File: config.mk
export PLATFORM = sky130hd
export DESIGN_NAME = step_ctrl
export DESIGN_NICKNAME = d
export VERILOG_FILES = /design/src/rtl/step_ctrl_pkg.sv /design/src/rtl/step_ctrl_debouncer.sv /design/src/rtl/step_ctrl.sv
export SDC_FILE = /design/constraint.sdc
export NUM_CORES = 1
export LEC_CHECK = 0
export ABC_CLOCK_PERIOD_IN_PS = 10650
export BUFFER_PORTS_ARGS = -buffer_cell sky130_fd_sc_hd__buf_4
export CAP_MARGIN = 30
export CORE_MARGIN = 2
export CORE_UTILIZATION = 45
export DETAILED_ROUTE_END_ITERATION = 7
export PLACE_DENSITY = 0.73
export RECOVER_POWER = 100
export SYNTH_ARGS = -nofsm -noshare
export SYNTH_HDL_FRONTEND = slang
export SYNTH_SLANG_ARGS = --single-unit
export TNS_END_PERCENT = 10
File: constraint.sdc
create_clock -name clock -period 10.65 [get_ports clock]
set_clock_uncertainty 0.2 [all_clocks]
set_input_delay 2.6625 -clock clock [delete_from_list [all_inputs] [get_ports clock]]
set_output_delay 2.6625 -clock clock [all_outputs]
set_load 0.01 [all_outputs]
File: src/rtl/step_ctrl_pkg.sv
// Shared types and defaults for the run/step controller.
// Holds the FSM state encoding and the default debounce/burst sizing.
// No logic; imported by step_ctrl and debouncer.
package step_ctrl_pkg;

    typedef enum logic [1:0] {
        ST_FREE  = 2'd0,
        ST_IDLE  = 2'd1,
        ST_BURST = 2'd2
    } state_t;

    localparam int DB_CYCLES_DEF = 50000;
    localparam int DB_W_DEF      = 16;
    localparam int BURST_W_DEF   = 8;

endpackage

File: src/rtl/step_ctrl_debouncer.sv
// Purpose: 2-flop synchroniser, stability-counter debouncer and rising-edge detector.
// Latency: raw high first sampled at posedge k -> db high after posedge k+1+DB_CYCLES.
// Backpressure: none; free-running per-cycle filter.
// Ports: clock/reset (async active-high), in (raw), db (debounced level), rise (1-cycle pulse).
module debouncer
    import step_ctrl_pkg::*;
#(
    parameter int DB_CYCLES = DB_CYCLES_DEF,
    parameter int DB_W      = DB_W_DEF
) (
    input  logic clock,
    input  logic reset,
    input  logic in,
    output logic db,
    output logic rise
);

    localparam logic [DB_W-1:0] LAST = DB_W'(DB_CYCLES - 1);

    logic            r_sync1;
    logic            r_sync2;
    logic            r_db;
    logic            r_db_prev;
    logic [DB_W-1:0] r_cnt;

    always_ff @(posedge clock or posedge reset) begin
        if (reset) begin
            r_sync1   <= 1'b0;
            r_sync2   <= 1'b0;
            r_db      <= 1'b0;
            r_db_prev <= 1'b0;
            r_cnt     <= '0;
        end else begin
            r_sync1   <= in;
            r_sync2   <= r_sync1;
            r_db_prev <= r_db;
            // Any sample agreeing with the debounced level restarts the run.
            if (r_sync2 == r_db) begin
                r_cnt <= '0;
            end else if (r_cnt == LAST) begin
                r_db  <= r_sync2;
                r_cnt <= '0;
            end else begin
                r_cnt <= r_cnt + 1'b1;
            end
        end
    end

    assign db   = r_db;
    assign rise = r_db & ~r_db_prev;

endmodule

File: src/rtl/step_ctrl.sv
// Purpose: turns raw mode/step/burst board inputs into a registered single-domain core enable.
// Latency: cpu_en follows a debounced edge by one cycle (raw -> cpu_en = DB_CYCLES+2 posedges).
// Backpressure: none; edges arriving during a burst or in free run are dropped, not queued.
// Ports: clock, reset (async active-high), change_in/step_in/burst_in (raw), burst_len,
//        cpu_en, step_mode, busy, en_count (cycles with cpu_en=1, wrapping).
module step_ctrl
    import step_ctrl_pkg::*;
#(
    parameter int DB_CYCLES = DB_CYCLES_DEF,
    parameter int DB_W      = DB_W_DEF,
    parameter int BURST_W   = BURST_W_DEF
) (
    input  logic               clock,
    input  logic               reset,
    input  logic               change_in,
    input  logic               step_in,
    input  logic               burst_in,
    input  logic [BURST_W-1:0] burst_len,
    output logic               cpu_en,
    output logic               step_mode,
    output logic               busy,
    output logic [31:0]        en_count
);

    logic w_mode_db, w_mode_rise;
    logic w_step_db, w_step_rise;
    logic w_burst_db, w_burst_rise;
    logic w_unused_ok;

    debouncer #(.DB_CYCLES(DB_CYCLES), .DB_W(DB_W)) u_db_change (
        .clock(clock), .reset(reset), .in(change_in), .db(w_mode_db), .rise(w_mode_rise)
    );
    debouncer #(.DB_CYCLES(DB_CYCLES), .DB_W(DB_W)) u_db_step (
        .clock(clock), .reset(reset), .in(step_in), .db(w_step_db), .rise(w_step_rise)
    );
    debouncer #(.DB_CYCLES(DB_CYCLES), .DB_W(DB_W)) u_db_burst (
        .clock(clock), .reset(reset), .in(burst_in), .db(w_burst_db), .rise(w_burst_rise)
    );

    // Only the mode level and the step/burst edges drive the controller.
    assign w_unused_ok = &{w_mode_rise, w_step_db, w_burst_db};

    state_t             r_state, w_state_nxt;
    logic               r_cpu_en, w_cpu_en_nxt;
    logic               r_busy, w_busy_nxt;
    logic [BURST_W-1:0] r_rem, w_rem_nxt;
    logic [31:0]        r_en_count;
    logic               w_burst_go;

    assign w_burst_go = w_burst_rise && (burst_len != '0);

    always_ff @(posedge clock or posedge reset) begin
        if (reset) begin
            r_state    <= ST_FREE;
            r_cpu_en   <= 1'b0;
            r_busy     <= 1'b0;
            r_rem      <= '0;
            r_en_count <= '0;
        end else begin
            r_state  <= w_state_nxt;
            r_cpu_en <= w_cpu_en_nxt;
            r_busy   <= w_busy_nxt;
            r_rem    <= w_rem_nxt;
            if (r_cpu_en) begin
                r_en_count <= r_en_count + 32'd1;
            end
        end
    end

    // Leaving step mode wins over every state, including an in-flight burst.
    always_comb begin
        w_state_nxt = r_state;
        if (!w_mode_db) begin
            w_state_nxt = ST_FREE;
        end else begin
            case (r_state)
                ST_FREE:  w_state_nxt = ST_IDLE;
                ST_IDLE:  if (w_burst_go) w_state_nxt = ST_BURST;
                ST_BURST: if (r_rem == '0) w_state_nxt = ST_IDLE;
                default:  w_state_nxt = ST_FREE;
            endcase
        end
    end

    // rem counts enables still owed after the current one, so burst_len-1 is loaded
    // on the edge cycle that itself raises cpu_en.
    always_comb begin
        w_cpu_en_nxt = 1'b0;
        w_busy_nxt   = 1'b0;
        w_rem_nxt    = '0;
        if (!w_mode_db) begin
            w_cpu_en_nxt = 1'b1;
        end else begin
            case (r_state)
                ST_FREE: w_cpu_en_nxt = 1'b1;
                ST_IDLE: begin
                    if (w_burst_go) begin
                        w_cpu_en_nxt = 1'b1;
                        w_busy_nxt   = 1'b1;
                        w_rem_nxt    = burst_len - BURST_W'(1);
                    end else if (w_step_rise) begin
                        w_cpu_en_nxt = 1'b1;
                    end
                end
                ST_BURST: begin
                    if (r_rem != '0) begin
                        w_cpu_en_nxt = 1'b1;
                        w_busy_nxt   = 1'b1;
                        w_rem_nxt    = r_rem - BURST_W'(1);
                    end
                end
                default: w_cpu_en_nxt = 1'b0;
            endcase
        end
    end

    assign cpu_en    = r_cpu_en;
    assign step_mode = w_mode_db;
    assign busy      = r_busy;
    assign en_count  = r_en_count;

endmodule

# Yosys cells after proc, flatten, opt, wreduce, memory -nomap -nowiden
# Index checks and enable logic that the tools add are counted.
# classes
n_addsub	6
n_eq_ne	10
muxes	22
bitwise	7
reduce_logical	9
# ops
cell	count
2-to-1 mux 16 bit	6
adder 16 x 1 -> 16 bit (second input constant)	3
== test 16 bit (second input constant)	3
adder 32 x 1 -> 32 bit (second input constant)	1
2-to-1 mux 8 bit	3
case mux 8 bit (2 select lines)	1
nonzero test 8 bit	2
subtractor 8 x 1 -> 8 bit (second input constant)	2
logical NOT 8 bit	1
AND reduction 2 bit	4
2-to-1 mux 1 bit	6
2-to-1 mux 2 bit	3
inequality test 3 bit (second input constant)	2
case mux 2 bit (3 select lines)	1
NOT 1 bit	5
== test 1 bit	3
case mux 1 bit (3 select lines)	1
AND 1 bit	2
== test 2 x 1 -> 1 bit (second input constant)	1
== test 2 bit (second input constant)	1
logical NOT 2 bit	1
case mux 1 bit (2 select lines)	1
logical AND 1 bit	1
# word_totals
ff_bits	103
inputBits	13
output_inout_bits	35
word_cells	73

# Depth between registers and ports, before layout
# depth
ltp_word	6
ltp_mapped	7
depth_no_buf	6

# Modules after synthesis
# From an unflattened synthesis, not the netlist that was laid out.
# hier_totals
hier_cells	491
area_unflattened_um2	5372.7
# modules_own_cells
mod	n_inst	cells_per_inst	area_per_inst_um2	seq_area_each_um2
debouncer	3	89	1013.5	500.5
step_ctrl	1	224	2332.2	1101.1

# Least setup slack after synthesis
# Ideal clock, no wire load.
# synth_timing
path_kind	input to register
startpoint	input port burst_len[0]
endpoint	register r_cpu_en (netlist: cpu_en)
setup_time_ps	135
arrival_ps	3977
required_time_ps	10315
path_slack_ps	6338
path_stages	7
path_buffers	1
cell_sequence	inv_1 > ha_1 > or3b_2 > o211a_1 > buf_2 > nor4_1 > o21ai_1
# synth_between
elab_chain_len	5
# synth_rtl
element	line	text
start: declaration	step_ctrl.sv:18	input logic [BURST_W-1:0] burst_len,
nonzero test 8 bit	step_ctrl.sv:50	assign w_burst_go = w_burst_rise && (burst_len != '0);
logical AND 1 bit	step_ctrl.sv:50	
2-to-1 mux 1 bit	step_ctrl.sv:97	if (w_burst_go) begin
case mux 1 bit (3 select lines)	step_ctrl.sv:94	case (r_state)
2-to-1 mux 1 bit	step_ctrl.sv:91	if (!w_mode_db) begin
net w_cpu_en_nxt	step_ctrl.sv:44	logic r_cpu_en, w_cpu_en_nxt;
end signal: assignment	step_ctrl.sv:61	r_cpu_en <= w_cpu_en_nxt;
end: declaration	step_ctrl.sv:44	
# The timed path passes the listed nets, and every way through them passes these cells.
# A chain may end at the register's enable or synchronous reset.

# Final worst setup path
# Same ends and word-level chain as after synthesis.

==> impl_metrics.csv <==
group,metric,value,unit
floorplanning,ios,48,
power_and_ir_drop,p_leak,2.30,nW
synthesis,yosysMostFrequentCell,"dfrtp_1",
synthesis,synth_cells,480,
floorplanning,core,10800,um2
synthesis,synth_top_family_by_area,"simple AND/OR/NAND/NOR gates",
synthesis,synth_fa_ha_area_share,3.00,%
cts,cts_root_buffer,"clkbuf_8",
cts,worstSkewPairLatency,0.38,ns
sta,final-hold-violation-count,0,
routing,wl_per_cell,14.5,um
finish,area_growth,10.7,%
floorplanning,rows,38,
synthesis,synth_area_leaders,"dfrtp_1 (51%), xnor2_1 (9.6%), nor2_1 (4.3%), nand4_1 (3.7%), xor2_1 (3.5%)",
job,drv_cap,1,
synthesis,syn_area,5010,um2
grt,grt_start_max_net_pins,74,
cts,htreeDepth,3,
synthesis,yosys-top-cells-count,"dfrtp_1 (103), nor2_1 (58), xnor2_1 (55)",
outcome,violations,"capacitance limit, slew limit",
setup_path,cp.required,10.70,ns
setup_path,start_kind,"primary input",
sta,grt_setup_unrepaired,"no",
placement,placed_area,5510,um2
cts,cts_inserted_buffers,9,
sta,slew_viol_final,11,
floorplanning,die_x,110,um
cts,post_cts_buffers,0,
sta,fin_crit_sh,38.9,%
synthesis,muxShareOfSynthArea,1.10,%
synthesis,syn_area_per_cell,10.4,um2
routing,dr_total_vias,3687,
grt,grt.total_usage,18.1,%
cts,clock_sinks,103,
synthesis,synthFlopType,"dfrtp_1",
synthesis,ys_seq_elements,103,
sta,setup_violations,0,
setup_path,crit_type,"in -> reg",
power_and_ir_drop,vdd_drop_max,0.0000622,V
grt,grt_pass1_wl,17000,um
setup_path,worstPathMaxFanout,10,
synthesis,yosys.area.top_type,"dfrtp_1",
floorplanning,dieHeight,110,um
synthesis,synthDistinctLibCells,46,
cts,hold_buffers,0,
sta,tns,0,ns
routing,ant_nets,0,
sta,tightest_slew,1.61,ns
cts,clkTransAtPathRegs,0.09,ns
setup_path,crit_arrival,4.19,ns
min_path,hp-class,"reg -> reg",
routing,drt-pass1-iter-count,4,
sta,fmax,242,MHz
sta,period_needed,4.14,ns
finish,final_core_util,51.2,%
routing,route.detailed.drc,0,
synthesis,yosysTopAreaCellShare,51.4,%
synthesis,synth_compound_area_share,5.07,%
grt,grt_remaining_overflow,0,
routing,routed_via_density,5.45,
cts,cts_tree,"done",
placement,place.gp.congestion,0.810,
floorplanning,die_area,12000,um2
finish,postLayoutCellArea,5550,um2
placement,port_buffers,47,
setup_path,endpoint_kind,"register",
synthesis,synthArstFlopShare,100,%
power_and_ir_drop,p_per_area,117,nW/um2
cts,clockBufferDepth,2,
sta,max_slew_margin,-8.12,%
finish,diodes,0,
synthesis,synth.net_count,505,
synthesis,yosys.area_share.simple,23.9,%
synthesis,yosysWarnings,0,
synthesis,synth_edf_count,0,
cts,cts.repair.resized,0,
finish,finalNetCount,557,
finish,drive_gt1_share,6.70,%
grt,antenna_found_initial,0,
placement,dp_hpwl,6730,um
routing,drtIter0Drc,227,
synthesis,synthXorXnorAreaFrac,13.1,%
floorplanning,start_util,46.2,%
grt,first_global_vias,3607,
outcome,status,"finished with violations",
routing,totalWireLength,9810,um
synthesis,ys_seq_area_share,51.4,%
cell families after synthesis:
kind of cell             Yosys count
flip-flops                       103
multiplexers                       5
AND/OR/NAND/NOR                  216
AO/OA/AOI/OAI                     40
XOR/XNOR                          75
adder cells (fa/ha/maj)           12
buffers and inverters             29
placed cells by master, fill, tap and decap left out, types with 11 or more instances in the layout:
| master | instances |
|---|---|
| nor4_1 | 11 |
| ha_1 | 12 |
| xnor2_1 | 55 |
| nand2_1 | 23 |
| and3_1 | 14 |
| nand3_1 | 28 |
| inv_1 | 20 |
| nor2_1 | 58 |
| clkbuf_1 | 39 |
| xor2_1 | 20 |
| dfrtp_1 | 103 |
| nor3_1 | 12 |
| a21oi_1 | 11 |
| nand4_1 | 30 |
| o21ai_0 | 11 |
registers in the layout, summed over array words and instances (netlist names), 2 cells and up:
register	flops
en_count	32
u_db_burst.r_cnt	16
u_db_change.r_cnt	16
u_db_step.r_cnt	16
r_rem	8
r_state	2
through the flow:
step / setup WS [ns] / hold WS (ns) / power (W) / instances
3_3_place_gp: 6.16 / 0.136 / 0.000429 / 660
6_report: 6.51 / 0.156 / 0.000648 / 677
4_1_cts: 6.52 / 0.161 / 0.000654 / 676
3_5_place_dp: 6.11 / 0.139 / 0.000430 / 660
2_1_floorplan: 5.08 / 0.131 / 0.000420 / 480
5_1_grt: 6.42 / 0.174 / 0.000677 / 677
routing by layer:
metal	vias to the layer above	routed length, um	share of wire (%)	global-route usage, %
met5	-	0	0	0
met4	0	193	2.0	7.23
met3	17	474	4.8	4.33
met2	75	4580	47	28.7
met1	1805	4560	46	23.8
li1	1790	-	-	-
final cells by class:
cell class	count	area (um2)
inverters	21	80.1
well taps	140	175
repair buffers	49	249
flip-flops and latches	103	2580
clock buffers	12	145
multi-input cells	348	2290
fillers	1007	5290
clock inverters	4	31.3
power by group:
group | internal [W] | switching (W) | leakage, nW
clock network | 0.0000925 | 0.000133 | 0.0905
logic | 0.00000853 | 0.0000159 | 0.812
registers | 0.000395 | 0.00000330 | 1.40
total | 0.000496 | 0.000152 | 2.30
critical path, stage by stage:
cell	delay [ns]
clkbuf_1	0.09
inv_1	0.10
ha_1	0.14
or3b_2	0.45
o211a_1	0.35
nor4_1	0.29
o21ai_0	0.10
final timing paths:
kind                                        start                   to  slack [ns]  depth (start not counted)
worst max-delay path                 burst_len[0]               cpu_en        6.51                          7
worst min-delay path            u_db_step.r_sync1    u_db_step.r_sync2        0.16                          0
worst max register to register             cpu_en         en_count[31]        7.86                          4
worst min register to register  u_db_step.r_sync1    u_db_step.r_sync2        0.16                          0
max in group asynchronous                   reset  u_db_step.r_cnt[14]        6.79                          4
min in group asynchronous                   reset   u_db_step.r_cnt[8]        2.35                          2
Note: power is estimated with default switching activity, not from simulation.
